--- src/rtl/jtag_bridge_pkg.sv ---
// Shared types and constants for the virtual-JTAG debug bridge.
package jtag_bridge_pkg;

  typedef enum logic [1:0] {
    IR_BYPASS = 2'd0,
    IR_WRITE  = 2'd1,
    IR_READ   = 2'd2,
    IR_CTRL   = 2'd3
  } ir_e;

  localparam int CTRL_W        = 8;
  localparam int CTRL_HALT_BIT = 0;
  localparam int CTRL_CRST_BIT = 1;
  localparam int CTRL_OVF_BIT  = 7;

endpackage

--- src/rtl/jtag_strobe_sync.sv ---
// Brings the TAP signals into the clk domain as one aligned bundle and
// turns synchronised tck into single-cycle rise/fall qualifiers.
module jtag_strobe_sync #(
  parameter int SYNC_STAGES = 2
) (
  input  logic       clk,
  input  logic       reset_n,
  input  logic       tck,
  input  logic       tdi,
  input  logic [1:0] ir_in,
  input  logic       cdr,
  input  logic       sdr,
  input  logic       udr,
  input  logic       uir,
  output logic       rise,
  output logic       fall,
  output logic       tdi_s,
  output logic [1:0] ir_s,
  output logic       cdr_s,
  output logic       sdr_s,
  output logic       udr_s,
  output logic       uir_s
);

  logic [7:0] sync_q [SYNC_STAGES];
  logic       tck_s;
  logic       tck_prev;
  logic       rise_raw;
  logic       fall_raw;

  always_ff @(posedge clk) begin
    if (!reset_n) begin
      for (int i = 0; i < SYNC_STAGES; i++) sync_q[i] <= '0;
      tck_prev <= 1'b0;
    end else begin
      sync_q[0] <= {uir, udr, sdr, cdr, ir_in, tdi, tck};
      for (int i = 1; i < SYNC_STAGES; i++) sync_q[i] <= sync_q[i-1];
      tck_prev <= tck_s;
    end
  end

  assign {uir_s, udr_s, sdr_s, cdr_s, ir_s, tdi_s, tck_s} = sync_q[SYNC_STAGES-1];

  // An edge seen in both directions at once is treated as noise.
  assign rise_raw = tck_s & ~tck_prev;
  assign fall_raw = ~tck_s & tck_prev;
  assign rise     = rise_raw & ~fall_raw;
  assign fall     = fall_raw & ~rise_raw;

endmodule

--- src/rtl/jtag_debug_bridge.sv ---
// Virtual-JTAG to CPU debug-port bridge: WRITE/READ data registers with
// valid/ready handoff. Optional CTRL register enabled by JTAG_BRIDGE_CTRL_EN.
module jtag_debug_bridge
  import jtag_bridge_pkg::*;
#(
  parameter int DATA_WIDTH  = 16,
  parameter int SYNC_STAGES = 2
) (
  input  logic                  clk,
  input  logic                  reset_n,
  input  logic                  tck,
  input  logic                  tdi,
  input  logic [1:0]            ir_in,
  input  logic                  virtual_state_cdr,
  input  logic                  virtual_state_sdr,
  input  logic                  virtual_state_udr,
  input  logic                  virtual_state_uir,
  output logic                  tdo,
  output logic [1:0]            ir_out,
  output logic                  dbg_wr_valid,
  output logic [DATA_WIDTH-1:0] dbg_wr_data,
  input  logic                  dbg_wr_ready,
  input  logic                  dbg_rd_valid,
  input  logic [DATA_WIDTH-1:0] dbg_rd_data,
  output logic                  dbg_rd_ready,
  output logic                  halt_req,
  output logic                  core_reset_req
);

  logic                  rise, fall, tdi_s, cdr_s, sdr_s, udr_s, uir_s;
  logic [1:0]            ir_s;
  ir_e                   ir_sel;
  logic [DATA_WIDTH-1:0] sr, sr_shift, sr_cap, rd_data;
  logic                  wr_full, rd_full, rd_captured, ovf;
  logic                  ctrl_halt, ctrl_crst;
  logic                  unused_uir;

  jtag_strobe_sync #(.SYNC_STAGES(SYNC_STAGES)) u_sync (
    .clk(clk), .reset_n(reset_n), .tck(tck), .tdi(tdi), .ir_in(ir_in),
    .cdr(virtual_state_cdr), .sdr(virtual_state_sdr),
    .udr(virtual_state_udr), .uir(virtual_state_uir),
    .rise(rise), .fall(fall), .tdi_s(tdi_s), .ir_s(ir_s),
    .cdr_s(cdr_s), .sdr_s(sdr_s), .udr_s(udr_s), .uir_s(uir_s)
  );

  // IR is decoded live from ir_in; the UIR strobe carries no extra meaning here.
  assign unused_uir = uir_s;

  always_comb begin
    ir_sel = ir_e'(ir_s);
`ifndef JTAG_BRIDGE_CTRL_EN
    if (ir_sel == IR_CTRL) ir_sel = IR_BYPASS;
`endif
  end

  // tdi enters at the MSB of whichever register length the IR selects.
  always_comb begin
    sr_shift = sr >> 1;
    case (ir_sel)
      IR_WRITE, IR_READ: sr_shift[DATA_WIDTH-1] = tdi_s;
      IR_CTRL:           sr_shift[CTRL_W-1]     = tdi_s;
      default:           sr_shift = {{(DATA_WIDTH-1){1'b0}}, tdi_s};
    endcase
  end

  always_comb begin
    sr_cap = '0;
    case (ir_sel)
      IR_WRITE: sr_cap[1:0] = {ovf, wr_full};
      IR_READ:  sr_cap = rd_full ? rd_data : '0;
      IR_CTRL: begin
        sr_cap[CTRL_OVF_BIT]  = ovf;
        sr_cap[CTRL_CRST_BIT] = ctrl_crst;
        sr_cap[CTRL_HALT_BIT] = ctrl_halt;
      end
      default: ;
    endcase
  end

  always_ff @(posedge clk) begin
    if (!reset_n) begin
      sr          <= '0;
      tdo         <= 1'b0;
      dbg_wr_data <= '0;
      wr_full     <= 1'b0;
      rd_data     <= '0;
      rd_full     <= 1'b0;
      rd_captured <= 1'b0;
      ovf         <= 1'b0;
    end else begin
      if (fall) tdo <= sr[0];
      if (rise && cdr_s) begin
        sr <= sr_cap;
        if (ir_sel == IR_READ) rd_captured <= rd_full;
      end else if (rise && sdr_s) begin
        sr <= sr_shift;
      end

      if (wr_full && dbg_wr_ready) wr_full <= 1'b0;
      if (rise && udr_s && ir_sel == IR_WRITE) begin
        if (!wr_full) begin
          dbg_wr_data <= sr;
          wr_full     <= 1'b1;
        end else begin
          ovf <= 1'b1;
        end
      end
`ifdef JTAG_BRIDGE_CTRL_EN
      if (rise && udr_s && ir_sel == IR_CTRL && sr[CTRL_OVF_BIT]) ovf <= 1'b0;
`endif

      // Push and host-side clear are exclusive: a clear needs rd_full high,
      // which holds ready low and refuses any same-cycle push.
      if (dbg_rd_valid && !rd_full) begin
        rd_data <= dbg_rd_data;
        rd_full <= 1'b1;
      end
      if (rise && udr_s && ir_sel == IR_READ && rd_captured) begin
        rd_full     <= 1'b0;
        rd_captured <= 1'b0;
      end
    end
  end

`ifdef JTAG_BRIDGE_CTRL_EN
  always_ff @(posedge clk) begin
    if (!reset_n) begin
      ctrl_halt <= 1'b0;
      ctrl_crst <= 1'b0;
    end else if (rise && udr_s && ir_sel == IR_CTRL) begin
      ctrl_halt <= sr[CTRL_HALT_BIT];
      ctrl_crst <= sr[CTRL_CRST_BIT];
    end
  end
`else
  assign ctrl_halt = 1'b0;
  assign ctrl_crst = 1'b0;
`endif

  assign ir_out         = {ovf, rd_full};
  assign dbg_wr_valid   = wr_full;
  assign dbg_rd_ready   = ~rd_full;
  assign halt_req       = ctrl_halt;
  assign core_reset_req = ctrl_crst;

endmodule

--- config.mk ---
export PLATFORM = sky130hd
export DESIGN_NAME = jtag_debug_bridge
export DESIGN_NICKNAME = d
export VERILOG_FILES = /design/src/rtl/jtag_bridge_pkg.sv /design/src/rtl/jtag_strobe_sync.sv /design/src/rtl/jtag_debug_bridge.sv
export SDC_FILE = /design/constraint.sdc
export NUM_CORES = 1
export LEC_CHECK = 0
export CORE_ASPECT_RATIO = 1.4
export CORE_MARGIN = 2
export CORE_UTILIZATION = 23
export DETAILED_ROUTE_END_ITERATION = 16
export PLACE_DENSITY = 0.41
export SKIP_CTS_REPAIR_TIMING = 1
export SYNTH_ARGS = -nofsm -noshare
export SYNTH_HDL_FRONTEND = slang
export SYNTH_SLANG_ARGS = --single-unit
--- constraint.sdc ---
create_clock -name clk -period 1.95 [get_ports clk]
set_clock_uncertainty 0.1 [all_clocks]
set_input_delay 0.39 -clock clk [delete_from_list [all_inputs] [get_ports clk]]
set_output_delay 0.39 -clock clk [all_outputs]
set_load 0.02 [all_outputs]
==> flow_metrics.env, run 1 <==
export IMPL_status="finished, final reports clean"
export IMPL_wl_microns=7060
export IMPL_top_layer="met4"
export IMPL_hold_violations=0
export IMPL_swShare=0.215
export IMPL_share_comb_of_total_power=0.070
export IMPL_grt_pass1_vias=2370
export IMPL_numCtsBuffers=9
export IMPL_syn_avg_cell_area_sq_um=8.93
export IMPL_cts_root_buf="clkbuf_16"
export IMPL_synth_top_family_by_area="simple AND/OR/NAND/NOR gates"
export IMPL_switchingPower_w=0.000704
export IMPL_p_int_w=0.00257
export IMPL_yosysWarnings=0
export IMPL_place_gp_congestion=0.688
export IMPL_ir_drop_v=0.000347
export IMPL_ys_top_cells_by_area="dfxtp_1, a21oi_1, nand2_1"
export IMPL_fin_cells=516
export IMPL_clk_latency_ns=0.32
export IMPL_synth_area_sq_um=2870
export IMPL_timing_final_ws_setup_ns=0.0628
export IMPL_sequentialPowerShare=0.446
export IMPL_fillers=1350
export IMPL_met3_length_microns=273
export IMPL_htree_levels=3
export IMPL_power_clock_fraction=0.484
export IMPL_min_delay_path_class="reg2reg"
export IMPL_postSynthCellCount=321
export IMPL_grt_max_degree=50
export IMPL_rsz0062_at_grt="no"
export IMPL_cts_path_max_buffers=2
export IMPL_r2r_start="u_sync.sync_q[0][10]"
export IMPL_vias=2338
export IMPL_tns_ns=0
export IMPL_worstPathArrival_ns=1.40
export IMPL_dr_first_iter_drc_count=66
export IMPL_synth_compound_area_frac=0.205
export IMPL_endpoint_kind="output port"
export IMPL_drtAntennaViolNets=0
export IMPL_p_leak_nw=1.27
export IMPL_synthAdderAreaFrac=0.0131
export IMPL_cp_max_fo=8
export IMPL_required_ns=1.46
export IMPL_cts_tree="done"
export IMPL_wl_met1_microns=3360
export IMPL_synthSimpleGateAreaFrac=0.220
export IMPL_startpoint_type="register"
export IMPL_ios=51
export IMPL_place_inst=500
export IMPL_antenna_found_initial=0
export IMPL_min_from="u_sync.sync_q[0][1]"
export IMPL_avgRoutedWirePerCell_microns=13.7
export IMPL_pwr_density_cell_nw_per_um2=868
export IMPL_drive_gt1_frac=0.117
export IMPL_synth_top_cell_area_share=0.475
export IMPL_die_w_microns=98.4
export IMPL_pre_cts_ws_ns=0.238
export IMPL_synthMuxAreaShare=0.0109
export IMPL_grt_pass1_wl_microns=11600
export IMPL_antenna_cells=0
export IMPL_drc_errors=0
export IMPL_post_dp_hpwl_microns=4990
export IMPL_track_usage=0.109
export IMPL_drtPass1Iterations=4
export IMPL_criticalPathCategory="reg2out"
export IMPL_rows=48
export IMPL_synth_xor_xnor_area_share=0
export IMPL_finalCriticalPeriod_ns=1.89
export IMPL_coreArea_sq_um=12300
export IMPL_initial_utilization=0.234
export IMPL_slew_violations=0
export IMPL_route_met2_wl_microns=3280
export IMPL_dieArea_sq_um=13400
export IMPL_nNetsFinal=392
export IMPL_clock_sinks=68
export IMPL_fp_dieH_microns=136
export IMPL_cap_violations=0
export IMPL_startpoint="rd_full"
export IMPL_clk_pin_slew_worst_paths_ns=0.05
export IMPL_synth_seq_cells=68
export IMPL_fin_crit_sh=0.968
export IMPL_max_freq_mhz=530
export IMPL_grt_overflow=0
export IMPL_setup_viol=0
export IMPL_avgViaCountPerCell=4.53
export IMPL_yosysSeqAreaShare=0.475
export IMPL_synth_top_area_cell="dfxtp_1"
export IMPL_area_growth_syn_to_layout_pct=31.6
export IMPL_port_buffer_count=47
export IMPL_netlist_cell_type_count=39
[registers in the layout (all words and copies together), names as in the netlist]
signal,flops
ovf,1
rd_full,1
dbg_wr_valid,1
u_sync.sync_q,14
dbg_wr_data,16
sr,16
u_sync.tck_prev,1
rd_captured,1
rd_data,16
tdo,1
[power by group through the flow]
stage	combinational, W	sequential (W)	clock (W)
6_report	0.000229	0.00146	0.00158
4_1_cts	0.000234	0.00146	0.00164
3_3_place_gp	0.000231	0.00149	0
5_1_grt	0.000254	0.00146	0.00171
3_5_place_dp	0.000233	0.00149	0
2_1_floorplan	0.000142	0.00148	0
[cells in the final DEF (no fill, tap or decap), drive strengths merged, types with 3 or more instances in the layout]
master and n:
o21ai 18, clkbuf 12, nor2 5, clkinv 4
a311oi 13, clkdlybuf4s50 47, nand4 13, nand4b 4
nand3 17, ha 3, and2 16, inv 5
a21oi 49, nand2 37, buf 17, nand3b 14
dfxtp 68
[cells in the mapped netlist]
library cell and number:
dfxtp_1 68, a21oi_1 49, nand2_1 37, o21ai_0 18, clkbuf_1 17, nand3_1 17
and2_1 15, nand3b_1 14, nand4_1 13, buf_2 10, a311oi_2 9, inv_1 5
nor2_1 5, a311oi_1 4, buf_4 4, buf_6 4, nand4b_1 4, ha_1 3
a32o_1 2, mux2i_1 2, nand2b_1 2, nor2b_1 2, a21boi_0 1, a32oi_1 1
a41o_1 1, a41oi_1 1, and2_4 1, and3b_1 1, and4b_1 1, buf_1 1
clkinv_1 1, conb_1 1, mux2_2 1, nor3b_1 1, nor4_1 1, o2111a_1 1
o22ai_1 1, o32ai_1 1, or2_1 1
[final cells by class]
cell class,count,area (sq um),area share
timing repair buffer,64,611,0.162
tap,150,188,0.0498
clock inverter,4,48.8,0.0129
sequential,68,1360,0.361
clock buffer,12,246,0.0653
multi-input combinational,212,1290,0.343
inverter,6,22.5,0.00597
[metal layers]
metal / vias to the layer above / track usage
li1: 1217 / -
met1: 1068 / 0.137
met2: 42 / 0.174
met3: 11 / 0.0252
met4: 0 / 0.0548
met5: - / 0
[per-stage QoR]
stage | area (sq um) | hold slack, ns | power [W] | util
3_3_place_gp | 3480 | 0.318 | 0.00172 | 0.284
4_1_cts | 3770 | 0.338 | 0.00333 | 0.308
2_1_floorplan | 2870 | 0.312 | 0.00162 | -
5_1_grt | 3770 | 0.356 | 0.00343 | 0.308
6_report | 3770 | 0.334 | 0.00327 | 0.308
3_5_place_dp | 3480 | 0.324 | 0.00172 | 0.284
[final timing paths]
check | endpoint | slack [ns] | cells after the start
hold reg to reg | u_sync.sync_q[0][9] | 0.33 | 1
setup reg to reg | sr[0] | 0.25 | 5
setup / recovery | dbg_rd_ready | 0.06 | 2
hold / removal | u_sync.sync_q[0][9] | 0.33 | 1
[cell families after synthesis]
kind of cell,count (synthesis)
simple gates,115
compound gates,89
flops,68
buf+inv,42
mux,3
fa+ha+maj,3
other cells,1
[worst max-delay path, stage by stage, from the launching register on]
cell and delay (ns):
dfxtp_2 0.36, inv_1 0.10, clkdlybuf4s50_1 0.61
(Power assumes the default switching activity.)
==> run 2: changes to the inputs <==
Settings changed: CORE_ASPECT_RATIO 1.4 to 0.5.
==> flow_metrics.env, run 2 (same netlist as run 1, synthesis figures left out) <==
export IMPL_status="finished, final reports clean"
export IMPL_htree_levels=3
export IMPL_antenna_found_initial=0
export IMPL_place_inst=516
export IMPL_min_from="u_sync.sync_q[0][6]"
export IMPL_avgViaCountPerCell=4.59
export IMPL_area_growth_syn_to_layout_pct=32.6
export IMPL_antenna_cells=0
export IMPL_drtPass1Iterations=4
export IMPL_max_freq_mhz=536
export IMPL_fp_dieH_microns=82.9
export IMPL_power_clock_fraction=0.473
export IMPL_avgRoutedWirePerCell_microns=14.4
export IMPL_fin_crit_sh=0.958
export IMPL_final_cell_mix="dfxtp_1, a21oi_1, clkdlybuf4s50_1"
export IMPL_drc_errors=0
export IMPL_pwr_density_cell_nw_per_um2=846
export IMPL_clk_pin_slew_worst_paths_ns=0.05
export IMPL_drive_gt1_frac=0.114
export IMPL_switchingPower_w=0.000702
export IMPL_final_common_cell="dfxtp_1"
export IMPL_cp_max_fo=4
export IMPL_numCtsBuffers=9
export IMPL_hold_ws_ns=0.330
export IMPL_p_int_w=0.00251
export IMPL_grt_overflow=0
export IMPL_ir_drop_v=0.000281
export IMPL_grt_pass1_wl_microns=12300
export IMPL_dr_first_iter_drc_count=110
export IMPL_place_gp_congestion=0.792
export IMPL_grt_max_degree=28
export IMPL_endpoint_kind="output port"
export IMPL_coreArea_sq_um=12000
export IMPL_clock_sinks=68
export IMPL_swShare=0.218
export IMPL_vias=2440
export IMPL_initial_utilization=0.239
export IMPL_dieArea_sq_um=13400
export IMPL_cap_violations=0
export IMPL_cts_path_max_buffers=2
export IMPL_track_usage=0.120
export IMPL_r2r_start="u_sync.sync_q[0][10]"
export IMPL_min_delay_path_class="reg2reg"
export IMPL_startpoint_type="register"
export IMPL_grt_pass1_vias=2309
export IMPL_worstPathArrival_ns=1.38
export IMPL_die_w_microns=162
export IMPL_top_regs="dbg_wr_data (16), rd_data (16), sr (16)"
export IMPL_setup_viol=0
export IMPL_drtAntennaViolNets=0
export IMPL_ios=51
export IMPL_hold_violations=0
export IMPL_p_leak_nw=1.31
export IMPL_nNetsFinal=393
export IMPL_finalCriticalPeriod_ns=1.87
export IMPL_rsz0062_at_grt="no"
export IMPL_wl_microns=7640
export IMPL_cts_tree="done"
export IMPL_port_buffer_count=47
export IMPL_startpoint="rd_full"
export IMPL_slew_violations=0
export IMPL_criticalPathCategory="reg2out"
export IMPL_cts_root_buf="clkbuf_16"
export IMPL_sequentialPowerShare=0.455
export IMPL_fin_cells=532
export IMPL_required_ns=1.46
export IMPL_rows=28
export IMPL_tns_ns=0
export IMPL_clk_latency_ns=0.33
export IMPL_post_dp_hpwl_microns=5600
export IMPL_share_comb_of_total_power=0.073
## run 2: final timing paths
check                         end  slack, ns  depth (start not counted)
max                  dbg_rd_ready       0.08                          2
min          u_sync.sync_q[0][14]       0.33                          1
max reg2reg                 sr[0]       0.23                          5
min reg2reg  u_sync.sync_q[0][14]       0.33                          1
## run 2: metrics by stage
step	worst slack, ns	total power [W]	area (sq um)	util
4_1_cts	0.0146	0.00327	3800	0.317
3_5_place_dp	0.186	0.00173	3510	0.293
2_1_floorplan	0.412	0.00162	2870	-
6_report	0.0828	0.00322	3800	0.317
3_3_place_gp	0.219	0.00172	3510	0.293
5_1_grt	0.0401	0.00336	3800	0.317
## run 2: cell type report
class	instances	area [sq um]
Clock buffer	15	278
Multi-Input combinational cell	212	1290
Timing Repair Buffer	65	636
Sequential cell	68	1360
Clock inverter	1	5.00
Inverter	6	22.5
Tap cell	165	206
Fill cell	1274	8180
## run 2: metal layers
layer,global-route usage,vias to the layer above,share of wire
li1,-,1217,-
met1,0.177,1146,0.52
met2,0.156,68,0.39
met3,0.0410,9,0.074
met4,0.0459,0,0.016
met5,0,-,0
## run 2: worst max-delay path, cell delays in order, from the launching register on
cell and delay, ns:
dfxtp_1 0.43, inv_1 0.08, clkdlybuf4s50_1 0.54
## run 2: power groups by stage
stage / combinational, W / sequential [W] / clock [W]
5_1_grt: 0.000256 / 0.00146 / 0.00163
2_1_floorplan: 0.000142 / 0.00148 / 0
4_1_cts: 0.000238 / 0.00146 / 0.00157
3_5_place_dp: 0.000237 / 0.00149 / 0
3_3_place_gp: 0.000231 / 0.00149 / 0
6_report: 0.000234 / 0.00146 / 0.00152
==> run 3: changes to the inputs <==
Settings changed: CORE_UTILIZATION 23 to 45, PLACE_DENSITY 0.41 to 0.7.
==> flow_metrics.env, run 3 (same netlist as run 1, synthesis figures left out) <==
export IMPL_cts_root_buf="clkbuf_16"
export IMPL_rrSetupSlack_ns=0.24
export IMPL_holdPathEnd="u_sync.sync_q[0][11]"
export IMPL_clock_sinks=68
export IMPL_wl_microns=6560
export IMPL_numCtsBuffers=9
export IMPL_ir_drop_v=0.000467
export IMPL_post_dp_hpwl_microns=4700
export IMPL_startpoint_type="register"
export IMPL_holdPathStages=1
export IMPL_drtAntennaViolNets=0
export IMPL_reg2reg_to="sr[6]"
export IMPL_r2r_start="u_sync.sync_q[0][8]"
export IMPL_startpoint="rd_full"
export IMPL_cap_violations=0
export IMPL_vias=2417
export IMPL_grt_max_degree=28
export IMPL_port_buffer_count=47
export IMPL_rsz0062_at_grt="no"
export IMPL_tns_ns=0
export IMPL_finalCriticalPeriod_ns=1.89
export IMPL_place_gp_congestion=0.859
export IMPL_track_usage=0.198
export IMPL_drtPass1Iterations=5
export IMPL_min_from="u_sync.sync_q[0][3]"
export IMPL_tightest_slew_ns=0.530
export IMPL_area_growth_syn_to_layout_pct=28.1
export IMPL_drive_gt1_frac=0.115
export IMPL_pwr_density_cell_nw_per_um2=861
export IMPL_antenna_cells=0
export IMPL_die_w_microns=117
export IMPL_grt_overflow=0
export IMPL_grt_pass1_wl_microns=10600
export IMPL_fin_crit_sh=0.971
export IMPL_ios=51
export IMPL_p_leak_nw=1.25
export IMPL_avgRoutedWirePerCell_microns=14.5
export IMPL_antenna_found_initial=0
export IMPL_grt_pass1_vias=2140
export IMPL_final_cell_mix="dfxtp_1, a21oi_1, clkdlybuf4s50_1"
export IMPL_slew_headroom=0.646
export IMPL_nNetsFinal=391
export IMPL_rows=20
export IMPL_top_regs="dbg_wr_data (16), rd_data (16), sr (16)"
export IMPL_clk_pin_slew_worst_paths_ns=0.06
export IMPL_path_cells="clkdlybuf4s50_1"
export IMPL_fillers=541
export IMPL_path_delay_family="buffers and inverters"
export IMPL_rr_worst_depth=3
export IMPL_dieArea_sq_um=7060
export IMPL_hold_violations=0
export IMPL_min_delay_path_class="reg2reg"
export IMPL_final_common_cell="dfxtp_1"
export IMPL_path_buf_inv=1
export IMPL_cts_tree="done"
export IMPL_worstPathArrival_ns=1.40
export IMPL_max_stage_delay_ns=0.65
export IMPL_criticalPathCategory="reg2out"
export IMPL_endpoint_kind="output port"
export IMPL_slew_violations=0
export IMPL_avgViaCountPerCell=5.34
export IMPL_max_freq_mhz=528
export IMPL_drc_errors=0
export IMPL_initial_utilization=0.469
export IMPL_hold_ws_ns=0.333
export IMPL_htree_levels=3
export IMPL_clk_latency_ns=0.33
export IMPL_fp_dieH_microns=60.4
export IMPL_status="finished, final reports clean"
export IMPL_cts_path_max_buffers=2
export IMPL_dr_first_iter_drc_count=188
export IMPL_required_ns=1.46
export IMPL_coreArea_sq_um=6110
export IMPL_slowest_stage="clkdlybuf4s50_1"
export IMPL_cp_depth=1
export IMPL_cp_max_fo=6
export IMPL_setup_viol=0
[run 3: worst reg2reg max path, delay by kind of cell, from the launching register on]
kind	cells	cell delay, ns
AO/OA/AOI/OAI	1	0.28
flip-flops	1	0.45
AND/OR/NAND/NOR	2	0.79
[run 3: routing by layer]
layer / vias up / routed length [microns] / global-route usage
met5: - / 0 / 0
met2: 95 / 2570 / 0.271
met3: 2 / 612 / 0.0599
met4: 0 / 28 / 0.0672
met1: 1097 / 3350 / 0.294
li1: 1223 / - / -
[run 3: per-stage QoR]
step / total power [W] / cell area, sq um / setup WS, ns / utilization / std cells
2_1_floorplan: 0.00162 / 2870 / 0.412 / - / 322
5_1_grt: 0.00327 / 3670 / 0.0233 / 0.601 / 453
3_5_place_dp: 0.00171 / 3390 / 0.221 / 0.555 / 437
4_1_cts: 0.00319 / 3670 / 0.0552 / 0.601 / 453
3_3_place_gp: 0.00170 / 3390 / 0.251 / 0.555 / 437
6_report: 0.00316 / 3670 / 0.0571 / 0.601 / 453
[run 3: final cells by class]
| class | count | area (sq um) | area share |
|---|---|---|---|
| clock inverters | 5 | 37.5 | 0.0102 |
| repair buffers | 63 | 603 | 0.164 |
| well taps | 88 | 110 | 0.0300 |
| clock buffers | 11 | 243 | 0.0661 |
| inverters | 6 | 22.5 | 0.00613 |
| flip-flops and latches | 68 | 1360 | 0.371 |
| multi-input cells | 212 | 1290 | 0.352 |
[run 3: how the worst max path moves through the flow]
| stage | slack, ns | to |
|---|---|---|
| global route | 0.02 | ir_out[1] |
| finish | 0.06 | ir_out[0] |
| CTS | 0.06 | ir_out[0] |
| global placement | 0.25 | sr[7] |
| detailed placement | 0.22 | sr[3] |
| floorplan | 0.41 | sr[10] |
[run 3: power breakdown]
| part | internal [W] | switching (W) |
|---|---|---|
| registers | 0.00143 | 0.0000291 |
| logic | 0.000112 | 0.000109 |
| clock network | 0.000896 | 0.000583 |
| total | 0.00244 | 0.000721 |
